[config.mk]
export PLATFORM = sky130hd
export DESIGN_NAME = sc_lives_manager_flat
export DESIGN_NICKNAME = d
export VERILOG_FILES = /design/src/rtl/sc_lives_manager_if.sv /design/src/rtl/sc_lives_manager.sv /design/src/flat_wrapper.sv
export SDC_FILE = /design/constraint.sdc
export NUM_CORES = 1
export LEC_CHECK = 0
export BUFFER_PORTS_ARGS = -buffer_cell sky130_fd_sc_hd__buf_4
export CORE_MARGIN = 8
export CORE_UTILIZATION = 40
export DETAILED_ROUTE_END_ITERATION = 8
export HOLD_SLACK_MARGIN = 0.08
export PLACE_DENSITY = 0.59
export SYNTH_ARGS = -nofsm -noshare
export SYNTH_HDL_FRONTEND = slang
export SYNTH_SLANG_ARGS = --single-unit
[constraint.sdc]
create_clock -name SC_LIVES_MANAGER_CLOCK_50 -period 1.87 [get_ports SC_LIVES_MANAGER_CLOCK_50]
set_input_delay 0.2805 -clock SC_LIVES_MANAGER_CLOCK_50 [delete_from_list [all_inputs] [get_ports SC_LIVES_MANAGER_CLOCK_50]]
set_output_delay 0.2805 -clock SC_LIVES_MANAGER_CLOCK_50 [all_outputs]
set_load 0.02 [all_outputs]
[src/rtl/sc_lives_manager_if.sv]
// -----------------------------------------------------------------------------
// sc_lives_manager_if
//   Bundle of the lives-manager request inputs and status outputs.
//   Signal names follow the original lives-manager port names.
//   Modports:
//     master : drives start/hit/bonus (active-low levels), observes status
//     slave  : the lives manager itself
//   Signals:
//     SC_LIVES_MANAGER_start_InLow       start/restart request (active low)
//     SC_LIVES_MANAGER_hit_InLow         collision indication (active low)
//     SC_LIVES_MANAGER_bonus_InLow       bonus-life request (active low)
//     SC_LIVES_MANAGER_lives_Out         current lives count
//     SC_LIVES_MANAGER_gameover_OutHigh  high while in GAME_OVER
//     SC_LIVES_MANAGER_invuln_OutHigh    high while in INVULN
//     SC_LIVES_MANAGER_lostlife_OutHigh  one-cycle pulse per life removed
// -----------------------------------------------------------------------------
interface sc_lives_manager_if #(
  parameter int LIVES_DATAWIDTH = 3
);
  logic                       SC_LIVES_MANAGER_start_InLow;
  logic                       SC_LIVES_MANAGER_hit_InLow;
  logic                       SC_LIVES_MANAGER_bonus_InLow;
  logic [LIVES_DATAWIDTH-1:0] SC_LIVES_MANAGER_lives_Out;
  logic                       SC_LIVES_MANAGER_gameover_OutHigh;
  logic                       SC_LIVES_MANAGER_invuln_OutHigh;
  logic                       SC_LIVES_MANAGER_lostlife_OutHigh;

  modport master (
    output SC_LIVES_MANAGER_start_InLow,
    output SC_LIVES_MANAGER_hit_InLow,
    output SC_LIVES_MANAGER_bonus_InLow,
    input  SC_LIVES_MANAGER_lives_Out,
    input  SC_LIVES_MANAGER_gameover_OutHigh,
    input  SC_LIVES_MANAGER_invuln_OutHigh,
    input  SC_LIVES_MANAGER_lostlife_OutHigh
  );

  modport slave (
    input  SC_LIVES_MANAGER_start_InLow,
    input  SC_LIVES_MANAGER_hit_InLow,
    input  SC_LIVES_MANAGER_bonus_InLow,
    output SC_LIVES_MANAGER_lives_Out,
    output SC_LIVES_MANAGER_gameover_OutHigh,
    output SC_LIVES_MANAGER_invuln_OutHigh,
    output SC_LIVES_MANAGER_lostlife_OutHigh
  );
endinterface

[src/rtl/sc_lives_manager.sv]
// -----------------------------------------------------------------------------
// sc_lives_manager
//   Lives manager for the Frogger datapath: loads a starting life count on
//   start, removes one life per hit with a post-hit invulnerability window,
//   flags game over at zero lives and optionally awards bonus lives up to a cap.
//   Optional feature macro: SC_LIVES_MANAGER_BONUS_EN (bonus lives enabled).
//   Ports:
//     SC_LIVES_MANAGER_CLOCK_50      system clock, rising edge
//     SC_LIVES_MANAGER_RESET_InHigh  asynchronous active-high reset
//     bus (slave)                    start/hit/bonus requests, lives/status out
//   Parameters:
//     LIVES_DATAWIDTH, INIT_LIVES, MAX_LIVES, INVULN_CYCLES
// -----------------------------------------------------------------------------
module sc_lives_manager #(
  parameter int LIVES_DATAWIDTH = 3,
  parameter int INIT_LIVES      = 3,
  parameter int MAX_LIVES       = 7,
  parameter int INVULN_CYCLES   = 50000000
) (
  input  logic               SC_LIVES_MANAGER_CLOCK_50,
  input  logic               SC_LIVES_MANAGER_RESET_InHigh,
  sc_lives_manager_if.slave  bus
);

  localparam int CW = $clog2(INVULN_CYCLES + 1);
  localparam logic [LIVES_DATAWIDTH-1:0] LV_INIT = LIVES_DATAWIDTH'(INIT_LIVES);
  localparam logic [LIVES_DATAWIDTH-1:0] LV_MAX  = LIVES_DATAWIDTH'(MAX_LIVES);
  localparam logic [CW-1:0]              CD_LOAD = CW'(INVULN_CYCLES - 1);

  typedef enum logic [1:0] {IDLE, ALIVE, INVULN, GAME_OVER} state_t;

  state_t                     r_state, w_state_nx;
  logic [LIVES_DATAWIDTH-1:0] r_lives, w_lives_nx, w_lives_inc;
  logic [CW-1:0]              r_cool, w_cool_nx;
  logic                       r_lostlife, w_lost_nx;
  logic                       r_start_prev, r_hit_prev;
  logic                       w_start_ev, w_hit_ev, w_bonus_ev;

  assign w_start_ev = r_start_prev & ~bus.SC_LIVES_MANAGER_start_InLow;
  assign w_hit_ev   = r_hit_prev   & ~bus.SC_LIVES_MANAGER_hit_InLow;

`ifdef SC_LIVES_MANAGER_BONUS_EN
  logic r_bonus_prev;
  always_ff @(posedge SC_LIVES_MANAGER_CLOCK_50 or posedge SC_LIVES_MANAGER_RESET_InHigh) begin
    if (SC_LIVES_MANAGER_RESET_InHigh) r_bonus_prev <= 1'b1;
    else                               r_bonus_prev <= bus.SC_LIVES_MANAGER_bonus_InLow;
  end
  assign w_bonus_ev = r_bonus_prev & ~bus.SC_LIVES_MANAGER_bonus_InLow;
`else
  assign w_bonus_ev = 1'b0;
`endif

  assign w_lives_inc = (r_lives >= LV_MAX) ? LV_MAX : r_lives + 1'b1;

  always_ff @(posedge SC_LIVES_MANAGER_CLOCK_50 or posedge SC_LIVES_MANAGER_RESET_InHigh) begin
    if (SC_LIVES_MANAGER_RESET_InHigh) begin
      r_state      <= IDLE;
      r_lives      <= '0;
      r_cool       <= '0;
      r_lostlife   <= 1'b0;
      r_start_prev <= 1'b1;
      r_hit_prev   <= 1'b1;
    end else begin
      r_state      <= w_state_nx;
      r_lives      <= w_lives_nx;
      r_cool       <= w_cool_nx;
      r_lostlife   <= w_lost_nx;
      r_start_prev <= bus.SC_LIVES_MANAGER_start_InLow;
      r_hit_prev   <= bus.SC_LIVES_MANAGER_hit_InLow;
    end
  end

  always_comb begin
    w_state_nx = r_state;
    w_lives_nx = r_lives;
    w_cool_nx  = r_cool;
    w_lost_nx  = 1'b0;
    case (r_state)
      IDLE, GAME_OVER: begin
        w_lives_nx = '0;
        if (w_start_ev) begin
          w_lives_nx = LV_INIT;
          w_state_nx = ALIVE;
        end
      end
      ALIVE: begin
        if (w_start_ev) begin
          w_lives_nx = LV_INIT;
          w_cool_nx  = '0;
        end else if (w_hit_ev && w_bonus_ev) begin
          // Hit and bonus cancel on the count, but the hit still costs a
          // pulse and opens the invulnerability window.
          w_lost_nx  = 1'b1;
          w_cool_nx  = CD_LOAD;
          w_state_nx = INVULN;
        end else if (w_hit_ev) begin
          w_lost_nx = 1'b1;
          if (r_lives > 1) begin
            w_lives_nx = r_lives - 1'b1;
            w_cool_nx  = CD_LOAD;
            w_state_nx = INVULN;
          end else begin
            w_lives_nx = '0;
            w_state_nx = GAME_OVER;
          end
        end else if (w_bonus_ev) begin
          w_lives_nx = w_lives_inc;
        end
      end
      INVULN: begin
        if (w_start_ev) begin
          w_lives_nx = LV_INIT;
          w_cool_nx  = '0;
          w_state_nx = ALIVE;
        end else begin
          if (w_bonus_ev) w_lives_nx = w_lives_inc;
          // Window spans the load value down to 0 inclusive.
          if (r_cool == '0) w_state_nx = ALIVE;
          else              w_cool_nx  = r_cool - 1'b1;
        end
      end
      default: w_state_nx = IDLE;
    endcase
  end

  assign bus.SC_LIVES_MANAGER_lives_Out        = r_lives;
  assign bus.SC_LIVES_MANAGER_gameover_OutHigh = (r_state == GAME_OVER);
  assign bus.SC_LIVES_MANAGER_invuln_OutHigh   = (r_state == INVULN);
  assign bus.SC_LIVES_MANAGER_lostlife_OutHigh = r_lostlife;

endmodule

[src/flat_wrapper.sv]
// flat-port wrapper written by rule: the top's interface ports become plain ports
module sc_lives_manager_flat 
#(
  parameter int LIVES_DATAWIDTH = 3,
  parameter int INIT_LIVES      = 3,
  parameter int MAX_LIVES       = 7,
  parameter int INVULN_CYCLES   = 50000000
)
  (SC_LIVES_MANAGER_CLOCK_50, SC_LIVES_MANAGER_RESET_InHigh, bus_SC_LIVES_MANAGER_start_InLow, bus_SC_LIVES_MANAGER_hit_InLow, bus_SC_LIVES_MANAGER_bonus_InLow, bus_SC_LIVES_MANAGER_lives_Out, bus_SC_LIVES_MANAGER_gameover_OutHigh, bus_SC_LIVES_MANAGER_invuln_OutHigh, bus_SC_LIVES_MANAGER_lostlife_OutHigh);
  sc_lives_manager_if #(.LIVES_DATAWIDTH(LIVES_DATAWIDTH)) bus_i ();
  input  logic SC_LIVES_MANAGER_CLOCK_50;
  input  logic SC_LIVES_MANAGER_RESET_InHigh;
  input wire logic [$bits(bus_i.SC_LIVES_MANAGER_start_InLow)-1:0] bus_SC_LIVES_MANAGER_start_InLow;
  input wire logic [$bits(bus_i.SC_LIVES_MANAGER_hit_InLow)-1:0] bus_SC_LIVES_MANAGER_hit_InLow;
  input wire logic [$bits(bus_i.SC_LIVES_MANAGER_bonus_InLow)-1:0] bus_SC_LIVES_MANAGER_bonus_InLow;
  output wire logic [$bits(bus_i.SC_LIVES_MANAGER_lives_Out)-1:0] bus_SC_LIVES_MANAGER_lives_Out;
  output wire logic [$bits(bus_i.SC_LIVES_MANAGER_gameover_OutHigh)-1:0] bus_SC_LIVES_MANAGER_gameover_OutHigh;
  output wire logic [$bits(bus_i.SC_LIVES_MANAGER_invuln_OutHigh)-1:0] bus_SC_LIVES_MANAGER_invuln_OutHigh;
  output wire logic [$bits(bus_i.SC_LIVES_MANAGER_lostlife_OutHigh)-1:0] bus_SC_LIVES_MANAGER_lostlife_OutHigh;
  assign bus_i.SC_LIVES_MANAGER_start_InLow = bus_SC_LIVES_MANAGER_start_InLow;
  assign bus_i.SC_LIVES_MANAGER_hit_InLow = bus_SC_LIVES_MANAGER_hit_InLow;
  assign bus_i.SC_LIVES_MANAGER_bonus_InLow = bus_SC_LIVES_MANAGER_bonus_InLow;
  assign bus_SC_LIVES_MANAGER_lives_Out = bus_i.SC_LIVES_MANAGER_lives_Out;
  assign bus_SC_LIVES_MANAGER_gameover_OutHigh = bus_i.SC_LIVES_MANAGER_gameover_OutHigh;
  assign bus_SC_LIVES_MANAGER_invuln_OutHigh = bus_i.SC_LIVES_MANAGER_invuln_OutHigh;
  assign bus_SC_LIVES_MANAGER_lostlife_OutHigh = bus_i.SC_LIVES_MANAGER_lostlife_OutHigh;
  sc_lives_manager #(.LIVES_DATAWIDTH(LIVES_DATAWIDTH), .INIT_LIVES(INIT_LIVES), .MAX_LIVES(MAX_LIVES), .INVULN_CYCLES(INVULN_CYCLES)) u_core (.SC_LIVES_MANAGER_CLOCK_50(SC_LIVES_MANAGER_CLOCK_50), .SC_LIVES_MANAGER_RESET_InHigh(SC_LIVES_MANAGER_RESET_InHigh), .bus(bus_i));
endmodule
; ---- Yosys cells after proc, flatten, opt, wreduce, memory -nomap -nowiden
; Index checks and enable logic that the tools add are counted.
; Widths: inputs -> output; s select.
[word_totals]
register_bits = 34
out_inout_bits = 6
elab_cells = 53
[classes]
add_sub_neg = 2
order_cmp = 1
eq_ne = 11
muxes = 22
bitwise_logic = 4
reduce_logical = 7
[op_table]
columns = operator, count
row1 = $mux 26, 5
row2 = $pmux 26 s2, 1
row3 = $logic_not 26->1, 1
row4 = $sub 26x1->26 const B, 1
row5 = $mux 2, 6
row6 = $mux 3, 4
row7 = $ne 3x1->1 const B, 3
row8 = $pmux 3 s3, 1
row9 = $reduce_and 4->1, 2
row10 = $ne 2x1->1 const B, 3
row11 = $pmux 2 s3, 1
row12 = $eq 2x2->1 const B, 2
row13 = $mux 1, 4
row14 = $gt 3x1->1 const B, 1
row15 = $ne 3x2->1 const B, 1
row16 = $sub 3x1->3 const B, 1
row17 = $and 1x1->1, 2
row18 = $eq 2x1->1 const B, 1
row19 = $logic_not 2->1, 1
row20 = $ne 2x2->1 const B, 1
row21 = $not 1->1, 2
row22 = $reduce_and 2->1, 1
row23 = $reduce_bool 2->1, 1
row24 = $reduce_or 2->1, 1

; ---- Logic depth before layout (Yosys ltp)
; Gate-level depths: netlist of run 1.
[depth]
word_depth = 5
depth_mapped = 9

; ---- Worst setup path after synthesis of run 1
; OpenSTA, ideal clock, no wires.
[synth_timing]
path_type = reg2reg
start = register u_core.r_state[0]
end = register u_core.r_cool[1]
setup_ns = 0.120
arrival_ns = 1.970
required_ns = 1.750
path_slack_ns = -0.220
stages_incl_launch_ff = 9
n_path_buf = 2
cell_sequence = dfrtp_1 > inv_1 > ha_1 > clkbuf_1 > inv_1 > nor2_1 > nand4_2 > buf_6 > a31o_2
[synth_between]
elab_chain_cells = 3
[synth_rtl]
columns = element, line_no
row1 = from (decl), sc_lives_manager.sv:32  ; state_t r_state, w_state_nx;
row2 = from (signal assigned), sc_lives_manager.sv:64  ; r_state <= w_state_nx;
row3 = $eq 2x2->1 *, --
row4 = net bus_SC_LIVES_MANAGER_invuln_OutHigh, flat_wrapper.sv:18  ; output wire logic [$bits(bus_i.SC_LIVES_MANAGER_invuln_OutHigh)-1:0] bus_SC_LIVES_MANAGER_invuln_OutHigh;
row5 = $ne 3x2->1 (no source line) or $reduce_bool 2->1 (tied branches), --
row6 = $reduce_and 4->1 (no source line), --
row7 = to (signal assigned), sc_lives_manager.sv:66  ; r_cool <= w_cool_nx;
row8 = to (decl), sc_lives_manager.sv:34  ; logic [CW-1:0] r_cool, w_cool_nx;
; Mark *: on every way through the listed nets, which the timed path passes. The rest lies on a longest branch.
; A chain may end at the register's enable or synchronous reset.

; ---- Final worst setup path of run 1
[layout_timing]
start = register u_core.r_cool[4]
end = register u_core.r_cool[23]
[layout_between]
elab_chain_cells = 4
[layout_rtl]
columns = element, line_no
row1 = $sub 26x1->26, sc_lives_manager.sv:119  ; else w_cool_nx = r_cool - 1'b1;
row2 = $mux 26, sc_lives_manager.sv:118  ; if (r_cool == '0) w_state_nx = ALIVE;
row3 = $mux 26, sc_lives_manager.sv:111  ; if (w_start_ev) begin
row4 = $pmux 26 s2, sc_lives_manager.sv:78  ; case (r_state)
; Several ways; a longest one is shown, not always the timed one. The select of a mux whose other input is x is not followed.

==> run_results.csv, run 1 <==
group,metric,value,unit
power_and_ir_drop,vdd_drop_max,0.7209,mV
global_routing,antenna_found_initial,0,
logic_synthesis,synth_top_family_by_area,"compound AO/OA/AOI/OAI gates",
power_and_ir_drop,p_comb_frac,0.549,
timing,finalCritPeriodShare,1.048,
logic_synthesis,ys_seq_elements,34,
logic_synthesis,synth_simple_gate_area_frac,0.2493,
logic_synthesis,synth_nets,278,
flow_run,cap_violations,0,
logic_synthesis,synth_common_cells,"dfrtp_1, a21oi_1, nand2_1",
logic_synthesis,syn-cell-area,2248,sq um
routing,vias_per_cell,5.713,
global_routing,grt_max_degree,35,
power_and_ir_drop,swShare,0.4115,
timing,final-hold-violation-count,0,
logic_synthesis,yosysUniqueCellTypes,52,
logic_synthesis,synth.area.top_cells,"dfrtp_1, a21oi_1, o21ai_0, nor3_1, nand2_1",
setup_path,path_common_cell,"or4_4",
routing,ant_nets,0,
min_path,hold_class,"in2async",
layout,drive_gt1_frac,0.3772,
die,rows,27,
power_and_ir_drop,p_int,2153,uW
timing,fmax,510.0,MHz
logic_synthesis,synth_edf_count,0,
die,fp.dieW,90.98,um
logic_synthesis,muxShareOfSynthArea,0.004452,
power_and_ir_drop,p_seq_frac,0.298,
power_and_ir_drop,power_density,1166,nW/um^2
global_routing,grt_pass1_wl,11130,um
setup_path,cp_max_fo,3,
timing,whs,0.07915,ns
setup_path,start_kind,"register",
logic_synthesis,seq_area_frac_synth,0.3795,
power_and_ir_drop,clock_power_share,0.153,
timing,skew,0.01073,ns
routing,avgRoutedWirePerCell,16.18,um
layout,utilization,0.5734,
setup_path,worst_setup_path_end_kind,"register",
setup_path,slowest_delay,0.57,ns
die,start_util,0.4108,
logic_synthesis,yosysTopAreaCell,"dfrtp_1",
logic_synthesis,ys.flop_type,"dfrtp_1",
routing,routed_wl,6698,um
setup_path,critPathKind,"reg2reg",
die,io_pins,11,
die,dieArea,8276,sq um
setup_path,cp_data_required_time,2.10,ns
setup_path,cp_num_buf_inv,0,
logic_synthesis,synth.avg_cell_area,8.421,sq um
layout,antennaDiodeCount,0,
setup_path,cp_slowest_cell,"or4_4",
timing,rsz0062_at_grt,"yes",
routing,vias,2365,
layout,final_cells,414,
routing,drt-initial-drc-count,153,
global_routing,grt_overflow_total,0,
placement,gp_congestion,0.8536,
logic_synthesis,netlist_instances,267,
timing,setup_violations,10,
clocking,clkTransAtPathRegs,0.07,ns
clocking,cts_buffer_depth,2,
power_and_ir_drop,p_leak,0.001313,uW
clocking,cts_buffers,5,
global_routing,grt_pass1_vias,2295,
setup_path,worstPathArrival,2.19,ns
logic_synthesis,yosysMostFrequentCell,"dfrtp_1",
timing,relSlewSlack,0.7023,
power_and_ir_drop,netSwitchingPower,1505,uW
die,core_area,5473,sq um
clocking,cts_tree,"built",
timing,worst_pin_slew,0.4466,ns
clocking,cts_root_buffer,"clkbuf_8",
status,outcome,"complete, but fails checks",
logic_synthesis,synth_compound_area_frac,0.2760,
placement,dp.cells,400,
placement,place_hpwl,4788,um
clocking,h-tree-depth,2,
setup_path,crit_chain,"or4_4 -> or4_4 -> o31ai_1 -> a31oi_1 -> a21oi_1",
timing,setup_ws,-0.09066,ns
routing,drc,0,
timing,period_needed,1.961,ns
layout,areaGrowthSynthToFinish,39.57,%
die,die_y,90.98,um
logic_synthesis,synth_fa_ha_area_frac,0.03339,
logic_synthesis,synth_top_cell_area_share,0.3561,
clocking,clk_latency,0.30,ns
placement,io_buffers,9,
clocking,cts.sinks,34,
timing,slew_violations,0,
logic_synthesis,synth-xor-area-share,0,
logic_synthesis,ys_warn_count,0,
placement,place_worst_setup_slack,-0.1160,ns
status,violations,"setup timing",
layout,nets,353,
routing,dr.pass1.iters,4,
logic_synthesis,async_flop_share,1.000,
global_routing,track_usage,0.1630,
setup_path,crit_family,"simple AND/OR/NAND/NOR gates",
clocking,cts_hold_repair.buffers,0,
final cells by class:
type | count | area (sq um)
Fill cell | 501 | 2335
Multi-Input combinational cell | 206 | 1425
Tap cell | 72 | 90.09
Inverter | 12 | 45.04
Sequential cell | 34 | 853.3
Clock buffer | 7 | 86.33
Timing Repair Buffer | 83 | 638.1
cells in the final DEF (no fill, tap or decap), types with 2 or more instances in the layout:
cell / netlist / final
dfstp_2: 2 / 2
nand3_1: 10 / 10
and2_1: 3 / 3
o21ai_1: 2 / 5
clkbuf_8: 0 / 6
nor3b_4: 0 / 2
a21o_1: 4 / 4
nor4_2: 1 / 2
ha_1: 6 / 4
a22o_1: 2 / 2
o22a_1: 3 / 3
or4_4: 2 / 4
a2bb2oi_1: 2 / 2
o21ai_0: 18 / 13
a31o_2: 4 / 4
nor3_1: 17 / 15
o211ai_1: 7 / 7
a21oi_2: 0 / 5
ha_2: 0 / 2
a31oi_1: 7 / 7
buf_4: 1 / 79
o31ai_1: 3 / 2
or3_1: 3 / 3
nand4_1: 7 / 7
o32ai_1: 3 / 3
nor2_4: 0 / 2
inv_1: 12 / 11
buf_6: 2 / 4
nor2b_1: 3 / 3
nand2b_1: 4 / 4
a211oi_1: 3 / 2
nand2_1: 21 / 21
a21oi_1: 28 / 23
dfrtp_1: 32 / 32
nor3_2: 0 / 2
nor4_4: 1 / 2
nor2_1: 18 / 15
o21ai_4: 0 / 2
worst paths after layout:
kind	cells after the start	start	endpoint	slack, ns
max	5	u_core.r_cool[4]	u_core.r_cool[23]	-0.09
min	3	SC_LIVES_MANAGER_RESET_InHigh	u_core.bus.SC_LIVES_MANAGER_lives_Out[1]	0.08
max reg2reg	5	u_core.r_cool[4]	u_core.r_cool[23]	-0.09
min reg2reg	2	u_core.bus.SC_LIVES_MANAGER_lives_Out[2]	u_core.bus.SC_LIVES_MANAGER_lives_Out[2]	0.55
max in group asynchronous	3	SC_LIVES_MANAGER_RESET_InHigh	u_core.r_start_prev	1.43
min in group SC_LIVES_MANAGER_CLOCK_50	1	bus_SC_LIVES_MANAGER_hit_InLow	u_core.r_hit_prev	0.11
sequential cells by signal, summed over array words and instances, names as in the netlist:
register and flops:
u_core.bus.SC_LIVES_MANAGER_lives_Out 3, u_core.bus.SC_LIVES_MANAGER_lostlife_OutHigh 1, u_core.r_cool 26, u_core.r_hit_prev 1
u_core.r_start_prev 1, u_core.r_state 2
cell families after synthesis:
| group | after synthesis |
|---|---|
| and+or+nand+nor | 103 |
| AOI/OAI and AO/OA | 96 |
| DFF | 34 |
| buffers and inverters | 27 |
| adders and majority gates | 6 |
| muxes | 1 |
power by group through the flow:
stage / Combinational [uW] / Clock [uW] / Sequential [uW]
after floorplan: 1050 / 0 / 1180
after global placement: 1820 / 0 / 1090
after detailed placement: 1850 / 0 / 1100
after CTS: 1890 / 575 / 1090
after global routing: 2200 / 604 / 1110
final: 2010 / 560 / 1090
timing repair:
item / 4_1_cts / 5_1_grt
gates cloned: 0 / 0
setup endpoints to repair: 21 / 31
buffers inserted: 1 / 6
pin swaps: 8 / 14
hold endpoints to repair: 0 / 0
resized for setup: 9 / 31
routing by layer:
layer | part of all wire | global-route usage | vias up
met1 | 0.47 | 0.2073 | 1146
met2 | 0.47 | 0.2612 | 49
met3 | 0.040 | 0.03210 | 15
met5 | 0 | 0 | -
met4 | 0.021 | 0.07367 | 0
li1 | - | - | 1155
per-stage QoR:
| step | setup TNS (ns) | instance area (sq um) | power [uW] |
|---|---|---|---|
| after global routing | -2.607 | 3138 | 3916 |
| after floorplan | -0.1382 | 2277 | 2224 |
| after global placement | -0.4145 | 2853 | 2906 |
| final | -0.3151 | 3138 | 3658 |
| after detailed placement | -0.7984 | 2853 | 2956 |
| after CTS | -0.4570 | 2979 | 3556 |
tightest hold or removal path, delay by kind of cell:
family   cells  cell delay [ns]
buf+inv      3             0.53
Note: power is estimated with default switching activity, not from simulation.
==> inputs of run 2 (changes only) <==
==> constraint.sdc (replaced) <==
create_clock -name SC_LIVES_MANAGER_CLOCK_50 -period 1.87 [get_ports SC_LIVES_MANAGER_CLOCK_50]
set_input_delay 0 -clock SC_LIVES_MANAGER_CLOCK_50 [delete_from_list [all_inputs] [get_ports SC_LIVES_MANAGER_CLOCK_50]]
set_output_delay 0 -clock SC_LIVES_MANAGER_CLOCK_50 [all_outputs]
set_load 0.02 [all_outputs]
==> run 2 against run 1 <==
The flow still finishes with violations (setup timing). Worst setup slack better by 0.016 ns. Combinational power hardly changed. Via count hardly changed. Critical path type unchanged. Sequential cell count stayed put. Critical endpoint is now u_core.r_cool[21]. Global-route usage hardly changed. Clock power is 1% higher.
==> run_results.csv, run 2 (synthesized netlist as in run 1, its figures left out) <==
group,metric,value,unit
status,outcome,"complete, but fails checks",
status,violations,"setup timing",
timing,relSlewSlack,0.7007,
routing,drc,0,
timing,fmax,514.3,MHz
routing,routed_wl,6757,um
clocking,cts_buffers,5,
die,io_pins,11,
routing,vias,2366,
layout,largest_reg_flops,26,
layout,utilization,0.5841,
global_routing,grt_max_degree,35,
die,die_y,90.98,um
timing,setup_violations,5,
layout,fill_cells,498,
placement,post_dp_cell_area,2865,sq um
power_and_ir_drop,power_density,1159,nW/um^2
setup_path,cp_max_fo,3,
timing,final-hold-violation-count,0,
global_routing,grt_overflow_total,0,
setup_path,start_kind,"register",
routing,vias_per_cell,5.701,
min_path,hold_class,"in2async",
timing,skew,0.008066,ns
setup_path,r2r_end,"u_core.r_cool[21]",
clocking,cts_buffer_depth,2,
setup_path,worstPathArrival,2.16,ns
power_and_ir_drop,p_leak,0.001337,uW
die,start_util,0.4108,
die,fp.dieW,90.98,um
global_routing,grt_pass1_vias,2369,
placement,place_hpwl,4818,um
global_routing,antenna_found_initial,0,
layout,fin_area,3197,sq um
setup_path,r2r_cells,5,
clocking,clkTransAtPathRegs,0.07,ns
timing,tns,-0.2490,ns
clocking,h-tree-depth,2,
layout,mostFrequentLayoutCell,"buf_4",
layout,final_cell_mix,"buf_4, dfrtp_1, a21oi_1",
setup_path,worst_setup_path_end_kind,"register",
layout,drive_gt1_frac,0.3761,
timing,finalCritPeriodShare,1.040,
power_and_ir_drop,vdd_drop_max,0.9764,mV
setup_path,r2r_slack,-0.07,ns
clocking,cts.sinks,34,
routing,dr.pass1.iters,5,
timing,period_needed,1.944,ns
layout,nets,353,
routing,ant_nets,0,
layout,regMostFlops,"u_core.r_cool",
die,core_area,5473,sq um
power_and_ir_drop,p_total,3706,uW
clocking,clk_latency,0.29,ns
setup_path,critPathKind,"reg2reg",
layout,antennaDiodeCount,0,
timing,whs,0.3662,ns
clocking,cts_tree,"built",
timing,slew_violations,0,
routing,avgRoutedWirePerCell,16.28,um
routing,drt-initial-drc-count,218,
placement,io_buffers,9,
placement,gp_congestion,0.8377,
die,dieArea,8276,sq um
timing,rsz0062_at_grt,"yes",
setup_path,cp_data_required_time,2.09,ns
timing,setup_ws,-0.07435,ns
die,rows,27,
clocking,cts_root_buffer,"clkbuf_8",
global_routing,track_usage,0.1635,
flow_run,cap_violations,0,
global_routing,grt_pass1_wl,11290,um
setup_path,r2r-start,"u_core.r_cool[7]",
timing,worst_pin_slew,0.4489,ns
layout,areaGrowthSynthToFinish,42.18,%
-- run 2: cell types whose count changed in the layout (fill, tap and decap cells not counted), sizes merged --
cell	before	now
buf	83	80
dlygate4sd3	0	3
clkinv	0	1
-- run 2: layer usage --
layer  routed length [um]  vias to the layer above  GRT usage
li1                     -                     1163          -
met1                 3201                     1122     0.2188
met2                 3098                       68     0.2533
met3                  349                       13    0.03292
met4                  108                        0    0.06139
met5                    0                        -          0
-- run 2: worst max path at each step --
stage                          start                end  slack [ns]  cells past startpoint
global placement    u_core.r_cool[7]  u_core.r_cool[21]       -0.09                      5
CTS                 u_core.r_cool[7]  u_core.r_cool[21]       -0.08                      5
floorplan           u_core.r_cool[4]  u_core.r_cool[21]       -0.06                      6
detailed placement  u_core.r_cool[7]  u_core.r_cool[21]       -0.10                      5
finish              u_core.r_cool[7]  u_core.r_cool[21]       -0.07                      5
global route        u_core.r_cool[7]  u_core.r_cool[21]       -0.16                      5
-- run 2: what timing repair did --
action                     CTS  global route
gates resized for setup     20            28
pin swaps                    5            14
hold endpoints to repair    35             0
hold buffers                 3             0
setup buffers                2             2
setup endpoints to repair   22            28
-- run 2: metrics by stage --
| stage | std cells | worst slack, ns |
|---|---|---|
| after detailed placement | 400 | -0.1042 |
| after floorplan | 267 | -0.06283 |
| after global placement | 400 | -0.08630 |
| after CTS | 413 | -0.08264 |
| after global routing | 415 | -0.1621 |
| final | 415 | -0.07435 |
-- run 2: layout make-up --
cell class                 count  area, sq um  area share
inverter                      12        45.04     0.01409
clock inverter                 1        5.005    0.001566
sequential                    34        853.3      0.2669
clock buffer                   7        86.33     0.02701
timing repair buffer          83        661.9      0.2070
multi-input combinational    206         1455      0.4552
tap                           72        90.09     0.02818
-- run 2: worst max-delay path: stages, from the launching register on --
cell	delay, ns
dfrtp_1	0.38
or4_4	0.57
or4_4	0.52
o31ai_2	0.18
a31oi_1	0.11
a21oi_1	0.12
-- run 2: power by group --
| group | internal [uW] | leakage [uW] | switching (uW) |
|---|---|---|---|
| registers | 951 | 0.000400 | 155 |
| logic | 919 | 0.000889 | 1110 |
| clock network | 297 | 0.0000482 | 271 |
